## src/rtl/ctrl_bus_pkg.sv

```systemverilog
// Shared types and constants for the peripheral control-bus arbiter.
package ctrl_bus_pkg;

  typedef enum logic [2:0] {
    StIdle,
    StIssue,
    StWaitBusy,
    StWaitDone,
    StResp
  } state_e;

  // Cycles allowed for the peripheral to raise busy after a command strobe.
  localparam int unsigned BusyWaitCycles = 16;

  // Replicated across the data width when a transaction ends in error.
  localparam logic ErrReadBit = 1'b0;

endpackage

```

## src/rtl/rr_arbiter.sv

```systemverilog
// Round-robin grant: searches upward from the master after last_grant_i, wrapping.
module rr_arbiter #(
  parameter int unsigned NumReq = 4,
  parameter int unsigned IdxW   = 2
) (
  input  logic [NumReq-1:0] req_i,
  input  logic [IdxW-1:0]   last_grant_i,
  output logic [NumReq-1:0] grant_o
);

  logic [IdxW-1:0] idx;
  logic            found;

  always_comb begin
    grant_o = '0;
    found   = 1'b0;
    idx     = '0;
    for (int unsigned i = 1; i <= NumReq; i++) begin
      idx = IdxW'((32'(last_grant_i) + i) % NumReq);
      if (!found && req_i[idx]) begin
        grant_o[idx] = 1'b1;
        found        = 1'b1;
      end
    end
  end

endmodule

```

## src/rtl/ctrl_bus_arbiter.sv

```systemverilog
// Shares one peripheral control bus between several masters, one transaction at a time.
module ctrl_bus_arbiter
  import ctrl_bus_pkg::*;
#(
  parameter int unsigned g_NumMasters = 4,
  parameter int unsigned g_WidthADDR  = 8,
  parameter int unsigned g_WidthDATA  = 16,
  parameter int unsigned g_Timeout    = 255
) (
  input  logic                              Clock,
  input  logic                              Reset_N,
  input  logic [g_NumMasters-1:0]           M_req,
  input  logic [g_NumMasters-1:0]           M_write_read,
  input  logic [g_NumMasters*g_WidthADDR-1:0] M_addr_frame,
  input  logic [g_NumMasters*g_WidthDATA-1:0] M_write_data_frame,
  output logic [g_NumMasters-1:0]           M_done,
  output logic                              M_error,
  output logic [g_WidthDATA-1:0]            M_read_data_frame,
  output logic                              PRH_enable_cmd,
  output logic                              PRH_write_read,
  output logic [g_WidthADDR-1:0]            PRH_addr_frame,
  output logic [g_WidthDATA-1:0]            PRH_write_data_frame,
  input  logic                              PRH_busy,
  input  logic [g_WidthDATA-1:0]            PRH_read_data_frame
);

  localparam int unsigned IdxW    = (g_NumMasters > 1) ? $clog2(g_NumMasters) : 1;
  localparam int unsigned MaxWait = (g_Timeout > BusyWaitCycles) ? g_Timeout : BusyWaitCycles;
  localparam int unsigned CntW    = $clog2(MaxWait + 1);

  state_e                  state_q, state_d;
  logic [IdxW-1:0]         last_grant_q, last_grant_d;
  logic [g_NumMasters-1:0] grant_q, grant_d;
  logic [CntW-1:0]         cnt_q, cnt_d, cnt_inc;
  logic                    en_q, en_d, wr_q, wr_d, err_q, err_d;
  logic [g_WidthADDR-1:0]  addr_q, addr_d;
  logic [g_WidthDATA-1:0]  wdata_q, wdata_d, rdata_q, rdata_d;
  logic [g_NumMasters-1:0] done_q, done_d;

  logic [g_NumMasters-1:0] grant_oh;
  logic [IdxW-1:0]         grant_idx;

  rr_arbiter #(
    .NumReq (g_NumMasters),
    .IdxW   (IdxW)
  ) u_rr_arbiter (
    .req_i        (M_req),
    .last_grant_i (last_grant_q),
    .grant_o      (grant_oh)
  );

  always_comb begin
    grant_idx = '0;
    for (int unsigned i = 0; i < g_NumMasters; i++) begin
      if (grant_oh[i]) grant_idx = IdxW'(i);
    end
  end

  // Saturating so a stuck peripheral can never wrap the count back under the limit.
  assign cnt_inc = (cnt_q == {CntW{1'b1}}) ? cnt_q : cnt_q + 1'b1;

  always_comb begin
    state_d      = state_q;
    last_grant_d = last_grant_q;
    grant_d      = grant_q;
    cnt_d        = cnt_q;
    en_d         = 1'b0;
    wr_d         = wr_q;
    addr_d       = addr_q;
    wdata_d      = wdata_q;
    done_d       = '0;
    err_d        = 1'b0;
    rdata_d      = '0;
    unique case (state_q)
      StIdle: begin
        if (|M_req) begin
          state_d      = StIssue;
          last_grant_d = grant_idx;
          grant_d      = grant_oh;
          en_d         = 1'b1;
          cnt_d        = '0;
          wr_d         = M_write_read[grant_idx];
          addr_d       = M_addr_frame[32'(grant_idx) * g_WidthADDR +: g_WidthADDR];
          wdata_d      = M_write_data_frame[32'(grant_idx) * g_WidthDATA +: g_WidthDATA];
        end
      end
      StIssue: begin
        state_d = StWaitBusy;
        cnt_d   = '0;
      end
      StWaitBusy: begin
        if (PRH_busy) begin
          state_d = StWaitDone;
          cnt_d   = '0;
        end else if (cnt_q >= CntW'(BusyWaitCycles - 1)) begin
          state_d = StResp;
          done_d  = grant_q;
          err_d   = 1'b1;
          rdata_d = {g_WidthDATA{ErrReadBit}};
        end else begin
          cnt_d = cnt_inc;
        end
      end
      StWaitDone: begin
        if (!PRH_busy) begin
          state_d = StResp;
          done_d  = grant_q;
          rdata_d = wr_q ? '0 : PRH_read_data_frame;
        end else if (cnt_q >= CntW'(g_Timeout - 1)) begin
          state_d = StResp;
          done_d  = grant_q;
          err_d   = 1'b1;
          rdata_d = {g_WidthDATA{ErrReadBit}};
        end else begin
          cnt_d = cnt_inc;
        end
      end
      StResp:  state_d = StIdle;
      default: state_d = StIdle;
    endcase
  end

  always_ff @(posedge Clock) begin
    if (!Reset_N) begin
      state_q      <= StIdle;
      last_grant_q <= IdxW'(g_NumMasters - 1);
      grant_q      <= '0;
      cnt_q        <= '0;
      en_q         <= 1'b0;
      wr_q         <= 1'b0;
      addr_q       <= '0;
      wdata_q      <= '0;
      done_q       <= '0;
      err_q        <= 1'b0;
      rdata_q      <= '0;
    end else begin
      state_q      <= state_d;
      last_grant_q <= last_grant_d;
      grant_q      <= grant_d;
      cnt_q        <= cnt_d;
      en_q         <= en_d;
      wr_q         <= wr_d;
      addr_q       <= addr_d;
      wdata_q      <= wdata_d;
      done_q       <= done_d;
      err_q        <= err_d;
      rdata_q      <= rdata_d;
    end
  end

  assign M_done               = done_q;
  assign M_error              = err_q;
  assign M_read_data_frame    = rdata_q;
  assign PRH_enable_cmd       = en_q;
  assign PRH_write_read       = wr_q;
  assign PRH_addr_frame       = addr_q;
  assign PRH_write_data_frame = wdata_q;

endmodule

```

## config.mk

```make
export PLATFORM = sky130hd
export DESIGN_NAME = ctrl_bus_arbiter
export DESIGN_NICKNAME = d
export VERILOG_FILES = /design/src/rtl/ctrl_bus_pkg.sv /design/src/rtl/rr_arbiter.sv /design/src/rtl/ctrl_bus_arbiter.sv
export SDC_FILE = /design/constraint.sdc
export NUM_CORES = 1
export LEC_CHECK = 0
export ABC_AREA = 1
export CAP_MARGIN = 20
export CORE_MARGIN = 1.5
export CORE_UTILIZATION = 40
export DETAILED_ROUTE_END_ITERATION = 10
export PLACE_DENSITY = 0.83
export SLEW_MARGIN = 25
export SYNTH_ARGS = -nofsm -noshare
export SYNTH_HDL_FRONTEND = slang
export SYNTH_SLANG_ARGS = --single-unit
```

## constraint.sdc

```tcl
create_clock -name Clock -period 2.2 [get_ports Clock]
set_input_delay 0.44 -clock Clock [delete_from_list [all_inputs] [get_ports Clock]]
set_output_delay 0.44 -clock Clock [all_outputs]
set_load 0.02 [all_outputs]
```

==> results by group, run 1 <==
Status
  – Status: complete, but fails checks
  – Failing checks: setup timing

Synth
  – Async set or reset register ratio after synthesis: 0%
  – Synth area leaders: dfxtp_1, nand2_1, inv_1, nor2_1, a21oi_1
  – Synth Instances: 683
  – Number of synthesized flops with an enable pin: 0
  – Top cell type's share of synthesized area: between 30% and 40%
  – Synth top cells by count: nand2_1, inv_1, nor2_1
  – Mapped cell area: between 4000 and 5000 um2
  – #FFs+latches synth: 64
  – Synth warnings: 0
  – Distinct cells, synth: 31
  – Synth area leader: dfxtp_1
  – Count leader, synth: nand2_1
  – Sequential area share after synthesis: roughly 31%
  – Avg Inst Size Synth: approximately 6 um2
  – Syn nets: just over 800
  – Top FF cell, synth: dfxtp_1

Setup path
  – Worst-path cell chain: inv_4 -> ha_4 -> inv_4 -> nand3_4 -> nand2_4 -> nand3_2 -> nand2_1 -> inv_2 -> nand2_2 -> nor2_4 -> buf_12 -> nand2_8 -> buf_12 -> buf_12 -> nand3b_1 -> nand2_1 -> a21oi_1
  – CP arrival: about 2.5 ns
  – Worst reg2reg path startpoint: last_grant_q[0]
  – Critical Path Stages: 17
  – Crit Path Class: flip-flop to flip-flop
  – Setup crit end kind: flip-flop
  – Worst reg2reg endpoint: PRH_write_data_frame[9]
  – R2R Setup Slk: -0.03 ns
  – FF-to-FF path depth: 17
  – Setup crit start: last_grant_q[0]
  – CP max stage cell: dfxtp_2
  – Crit Path Max Fanout: 7
  – Worst path max stage delay: 0.36 ns
  – Most used cell along the critical path: buf_12
  – Bufs and invs on worst path: 6
  – Startpoint Class: flip-flop
  – Top delay family on crit path: simple AND/OR/NAND/NOR gates
  – Worst EP required: 2.49 ns

Cells and area
  – Area grow syn2layout: 60.4%
  – Fillers: 830
  – Nets: 1012
  – N_diodes: 0
  – Fraction of layout cells with a size suffix above 1: 11.8%

Floorplan
  – Rows: 36
  – Die Width: 105 um
  – Die area: 11000 um2
  – Die Y: ~100 um
  – IO Pins: 170
  – Starting Density: 41.9%
  – CORE AREA: about 9900 um2

Place
  – DP Worst Slack: -0.388 ns
  – Post-DP HPWL: 9740 um
  – Port Buffers: 169
  – Gpl congestion: 0.852

Pwr
  – P_int: 5270 uW
  – Leakage: between 0.003 and 0.004 uW
  – Register share of total power: ~15%
  – Clock Power Share: 11.5%
  – Net Sw Frac: 48.4%
  – Comb power frac: between 70% and 80%
  – Worst ir drop on vdd: 1090 uV
  – Power Density: ~1500 nW/um2
  – Sw Pwr: between 4000 and 5000 uW

Timing
  – Worst-Margin Slew: 0.499 ns
  – Worst rel slew slack: 66.7%
  – Hold Fails Final Rpt: 0
  – Setup WS post-layout: -0.0316 ns
  – Tcrit/Tclk final: 101%
  – Final setup violation count: 2
  – RSZ-0062 raised after global routing: yes
  – Fmax: 448 MHz
  – Slew Limit Fails: 0
  – Clock skew: 0.0141 ns
  – Hold_ws: 0.450 ns
  – Post-layout min period: 2.23 ns

Global route
  – Grt total ovfl: 0
  – Initial antenna violation count: 0
  – Global-route wire length before repair: about 20000 um
  – Vias in the first global route: 4484
  – Largest net degree at the start of global routing: 36
  – Gr usage total: 23.3%

Clock tree
  – CTS tree: built
  – Clock Sinks: 64
  – Num CTS Buffers: 9
  – Clock Latency Late Sink: approximately 0.35 ns
  – CTS root buffer: clkbuf_8
  – Clock Path Buffers: 2
  – Clk pin slew, worst setup/hold paths: around 0.080 ns
  – H-Tree Level Count: 3

Route
  – Iteration-0 DRC Markers: between 200 and 250
  – Routed wire length: 13700 um
  – DR DRC count: 0
  – Vias/cell: ~4.8
  – Routed WL per cell: 13.4 um
  – Final ANT Viol Nets: 0
  – DR vias: between 4000 and 5000
  – Total iterations of the first detailed-routing run: 7

Worst hold path
  – Tightest Hold Check Type: flip-flop to flip-flop
  – Worst Hold Endpoint: M_done[1]
  – Min-delay src: grant_q[1]
  – Min-Delay Path Depth: 2

Run
  – Maximum Capacitance Violations: 0
==> flip-flops by register name (all words and copies together) (netlist names) <==
signal                flops
M_read_data_frame        16
PRH_write_data_frame     16
PRH_addr_frame            8
cnt_q                     8
M_done                    4
grant_q                   4
state_q                   3
last_grant_q              2
M_error                   1
PRH_enable_cmd            1
PRH_write_read            1
==> worst min-delay path, stage by stage (launching register included) <==
cell	delay, ns
dfxtp_1	0.30
inv_1	0.06
nor3_1	0.05
==> worst max-delay path by stage <==
stage / endpoint / slack (ns)
finish: PRH_write_data_frame[9] / -0.03
global route: PRH_write_data_frame[9] / -0.12
CTS: PRH_addr_frame[7] / -0.007
detailed placement: PRH_addr_frame[3] / -0.39
global placement: PRH_addr_frame[7] / -0.31
floorplan: PRH_write_read / 0.006
==> logic make-up after synthesis <==
group / Yosys count / share of synthesized area [%]
AND/OR/NAND/NOR: 391 / 42.4
buffers and inverters: 140 / 13.9
AO/OA/AOI/OAI: 77 / 9.56
flip-flops: 64 / 30.9
adder cells (fa/ha/maj): 10 / 3.02
XOR/XNOR: 1 / 0.211
==> cell type report <==
cell class	instances	area (um2)	area share [%]
well taps	133	166	2.50
inverters	114	435	6.54
clock inverters	7	103	1.54
repair buffers	208	2130	32.0
clock buffers	9	124	1.86
flip-flops and latches	64	1280	19.3
multi-input cells	482	2410	36.2
==> metrics by stage <==
step	util [%]	TNS (ns)	area, um2	cells	total power (uW)
after CTS	65.3	-0.0146	6470	1010	9490
after detailed placement	62.4	-7.77	6190	992	7970
after global routing	67.2	-1.67	6660	1017	11000
after global placement	62.4	-6.54	6190	992	7910
final	67.2	-0.0335	6660	1017	10200
after floorplan	-	0	4170	683	5970
==> layer usage <==
| metal | track usage, % | vias to the layer above | wire length [um] |
|---|---|---|---|
| met5 | 0 | - | 0 |
| met4 | 9.98 | 0 | 476 |
| met3 | 8.23 | 42 | 1170 |
| met2 | 40.1 | 216 | 6550 |
| met1 | 25.9 | 2152 | 5460 |
| li1 | - | 2485 | - |
==> power groups by stage <==
| stage | clock network [uW] | logic, uW | registers (uW) |
|---|---|---|---|
| after detailed placement | 0 | 6380 | 1590 |
| after global placement | 0 | 6320 | 1590 |
| final | 1170 | 7450 | 1570 |
| after floorplan | 0 | 4150 | 1820 |
| after CTS | 1190 | 6730 | 1570 |
| after global routing | 1250 | 8130 | 1600 |
==> cell usage in the layout (no fill, tap or decap), types with 2 or more instances in the layout <==
| cell | n |
|---|---|
| clkbuf_16 | 2 |
| buf_4 | 29 |
| nor2_4 | 6 |
| dfxtp_2 | 2 |
| inv_1 | 107 |
| buf_12 | 6 |
| nand3_4 | 3 |
| nand2_2 | 11 |
| nand2_8 | 2 |
| nand4_1 | 4 |
| a21oi_1 | 42 |
| nand2_4 | 6 |
| nor2_2 | 2 |
| nand3_1 | 37 |
| dlymetal6s2s_1 | 2 |
| inv_2 | 4 |
| nor3_1 | 6 |
| dfxtp_1 | 62 |
| o211ai_1 | 2 |
| inv_4 | 3 |
| a211oi_1 | 2 |
| clkdlybuf4s50_1 | 167 |
| nand2_1 | 186 |
| nand3b_1 | 16 |
| o21ai_0 | 27 |
| a21oi_2 | 2 |
| nor2_1 | 105 |
| clkbuf_8 | 9 |
| ha_1 | 9 |
| clkinv_4 | 2 |
| bufinv_16 | 2 |
| nand3_2 | 6 |
==> timing repair <==
item	CTS	global route
resized for setup	4	26
setup buffers	1	2
pin swaps	1	21
cloned	1	5
hold buffers	0	0
setup endpoints to repair	8	26
Note: power is estimated with default switching activity, not from simulation.
==> run 2, diff against run 1 <==
- CORE_MARGIN: 1.5 -> unset
- SLEW_MARGIN: 25 -> 20
==> run 2 against run 1 <==
Compared with the run above:
- the run still ends with setup timing left
- sequential share of layout area down 0.42 points
- cell count unchanged
- clock power up 26%
- maximum frequency down 0.30%
- routed wire length up 4.6%
- first-iteration DRC count up 67%
- critical path depth up 1
- clock skew down 0.0084 ns
- register-to-register slack about the same
- worst setup slack worse by 0.0067 ns
- global-route usage up 0.98 points
- power up 6.5%
- critical path type is now input port to flip-flop
- highest routed layer unchanged
==> results by group, run 2 (synthesis results as in run 1) <==
Route
  – Vias/cell: 4.92 (+2.2%)
  – DR DRC count: 0 (unchanged)
  – Total iterations of the first detailed-routing run: 5 (-2)
  – Routed wire length: 14300 um (+4.6%)
  – Routed WL per cell: 14.1 um (+4.6%)
  – Final ANT Viol Nets: 0 (unchanged)
  – Iteration-0 DRC Markers: 365 (+67%)
  – DR vias: 5002 (+2.2%)

Setup path
  – CP arrival: 2.49 ns (-0.03 ns)
  – Crit Path Max Fanout: 8 (+1)
  – Top delay family on crit path: simple AND/OR/NAND/NOR gates
  – Startpoint Class: input port
  – Worst EP required: 2.45 ns (-0.04 ns)
  – Worst-path cell chain: clkdlybuf4s50_1 -> inv_1 -> nand2_1 -> nand3_1 -> nand2_1 -> nand2_2 -> nor2_4 -> nand2_2 -> inv_2 -> nor2_4 -> buf_12 -> nand2_8 -> buf_12 -> nand3_2 -> nand2_1 -> nand3_1 -> nand2_1 -> inv_1
  – CP max stage cell: clkdlybuf4s50_1
  – Setup crit end kind: flip-flop
  – Bufs and invs on worst path: 6 (unchanged)
  – Crit Path Class: input port to flip-flop
  – Worst path max stage delay: 0.52 ns (+0.16 ns)
  – Most used cell along the critical path: nand2_1

Floorplan
  – CORE AREA: 9910 um2 (unchanged)
  – Die Y: 104 um (-0.95%)
  – Die area: 10800 um2 (-1.9%)
  – Starting Density: 41.9% (unchanged)
  – Rows: 36 (unchanged)
  – IO Pins: 170 (unchanged)
  – Die Width: 104 um (-0.95%)

Clock tree
  – Clock Latency Late Sink: 0.35 ns (about the same)
  – Clock Path Buffers: 2 (unchanged)
  – Clock Sinks: 64 (unchanged)
  – CTS tree: built
  – CTS root buffer: clkbuf_8
  – Clk pin slew, worst setup/hold paths: 0.07 ns (about the same)
  – # hold bufs at CTS: 0 (unchanged)
  – Num CTS Buffers: 9 (unchanged)
  – H-Tree Level Count: 3 (unchanged)

Pwr
  – Worst ir drop on vdd: 993 uV (-8.5%)
  – Leakage: 0.00328 uW (+1.7%)
  – Power Density: 1590 nW/um2 (+4.1%)
  – Total power: 10900 uW (+6.5%)

Global route
  – Largest net degree at the start of global routing: 35 (-2.8%)
  – Grt total ovfl: 0 (unchanged)
  – Vias in the first global route: 4553 (+1.5%)
  – Global-route wire length before repair: 21000 um (+2.0%)
  – Gr usage total: 24.3% (+0.98 points)
  – Initial antenna violation count: 0 (unchanged)

Cells and area
  – Final Util: 68.8% (+1.6 points)
  – Most frequent cells in the layout: nand2_1, clkdlybuf4s50_1, inv_1, nor2_1, dfxtp_1
  – N_diodes: 0 (unchanged)
  – Fillers: 798 (-3.9%)
  – Nets: 1012 (unchanged)
  – Area grow syn2layout: 64.2%
  – Fraction of layout cells with a size suffix above 1: 12.8% (+1.0 points)
  – Finished Layout Cells: 1017 (unchanged)
  – Leading cell type in the layout, fill and taps excluded: nand2_1

Timing
  – Worst rel slew slack: 74.0% (+7.3 points)
  – Hold Fails Final Rpt: 0 (unchanged)
  – RSZ-0062 raised after global routing: yes
  – Tcrit/Tclk final: 102% (+0.30 points)
  – Fmax: 447 MHz (-0.30%)
  – Setup WS post-layout: -0.0382 ns (-0.00666 ns)
  – Post-layout min period: 2.24 ns (+0.00666 ns)
  – Worst-Margin Slew: 0.389 ns (-0.110 ns)
  – Final setup violation count: 2 (unchanged)
  – Slew Limit Fails: 0 (unchanged)
  – Clock skew: 0.00573 ns (-0.00838 ns)

Status
  – Failing checks: setup timing
  – Status: complete, but fails checks

Place
  – Post-DP HPWL: 9610 um (-1.3%)
  – Dpl cells: 988 (-0.40%)
  – Gpl congestion: 0.872 (+2.4%)
  – Port Buffers: 169 (unchanged)

Worst hold path
  – Tightest Hold Check Type: flip-flop to flip-flop

Run
  – Maximum Capacitance Violations: 0 (unchanged)
==> run 2: cell types whose count changed in the layout (fill, tap and decap cells not counted), sizes merged <==
cell,change
clkdlybuf4s50,-1
clkinv,-1
nor2,-1
buf,+2
dlymetal6s2s,+1
bufbuf,-1
inv,-2
bufinv,+3
==> run 2: worst min-delay path: cells and delay by family, from the launching register on <==
kind | cells | cell delay [ns]
flops | 1 | 0.30
buf+inv | 1 | 0.07
simple gates | 1 | 0.05
==> run 2: stage by stage <==
stage | TNS (ns) | setup slack (ns) | instance area, um2 | hold slack, ns
floorplan | 0 | 0.00643 | 4170 | 0.423
global placement | -5.98 | -0.284 | 6180 | 0.445
detailed placement | -7.87 | -0.333 | 6180 | 0.450
CTS | -0.0142 | -0.0142 | 6540 | 0.460
global route | -1.70 | -0.142 | 6810 | 0.493
finish | -0.0649 | -0.0382 | 6810 | 0.466
==> run 2: path summary, 6_finish.rpt <==
check                                startpoint                 to  slack, ns  cells after the start
worst max-delay path                   M_req[1]  PRH_addr_frame[5]      -0.04                     18
worst min-delay path                 grant_q[1]          M_done[1]       0.47                      2
worst max register to register  last_grant_q[1]  PRH_addr_frame[5]      -0.02                     18
worst min register to register       grant_q[1]          M_done[1]       0.47                      2
==> run 2: layer usage <==
layer | up-vias | GRT usage (%) | part of all wire (%)
li1 | 2486 | - | -
met1 | 2231 | 26.1 | 38
met2 | 234 | 44.0 | 49
met3 | 51 | 7.61 | 9.0
met4 | 0 | 9.80 | 4.1
met5 | - | 0 | 0
==> run 2: report_power, final <==
part | switching [uW] | internal [uW]
sequential | 145 | 1440
clock | 497 | 986
combinational | 4530 | 3260
==> run 2: layout make-up <==
cell class                      instances  area [um2]  area share (%)
Clock inverter                          7         168            2.46
Multi-Input combinational cell        481        2460            36.1
Inverter                              114         440            6.46
Tap cell                              133         166            2.44
Clock buffer                            9         124            1.82
Timing Repair Buffer                  209        2170            31.9
Sequential cell                        64        1280            18.9
==> run 2: timing repair <==
| item | 4_1_cts | 5_1_grt |
|---|---|---|
| setup buffers | 1 | 7 |
| pin swaps | 2 | 24 |
| setup endpoints to repair | 6 | 29 |
| gates resized for setup | 7 | 41 |
| cloned | 1 | 4 |
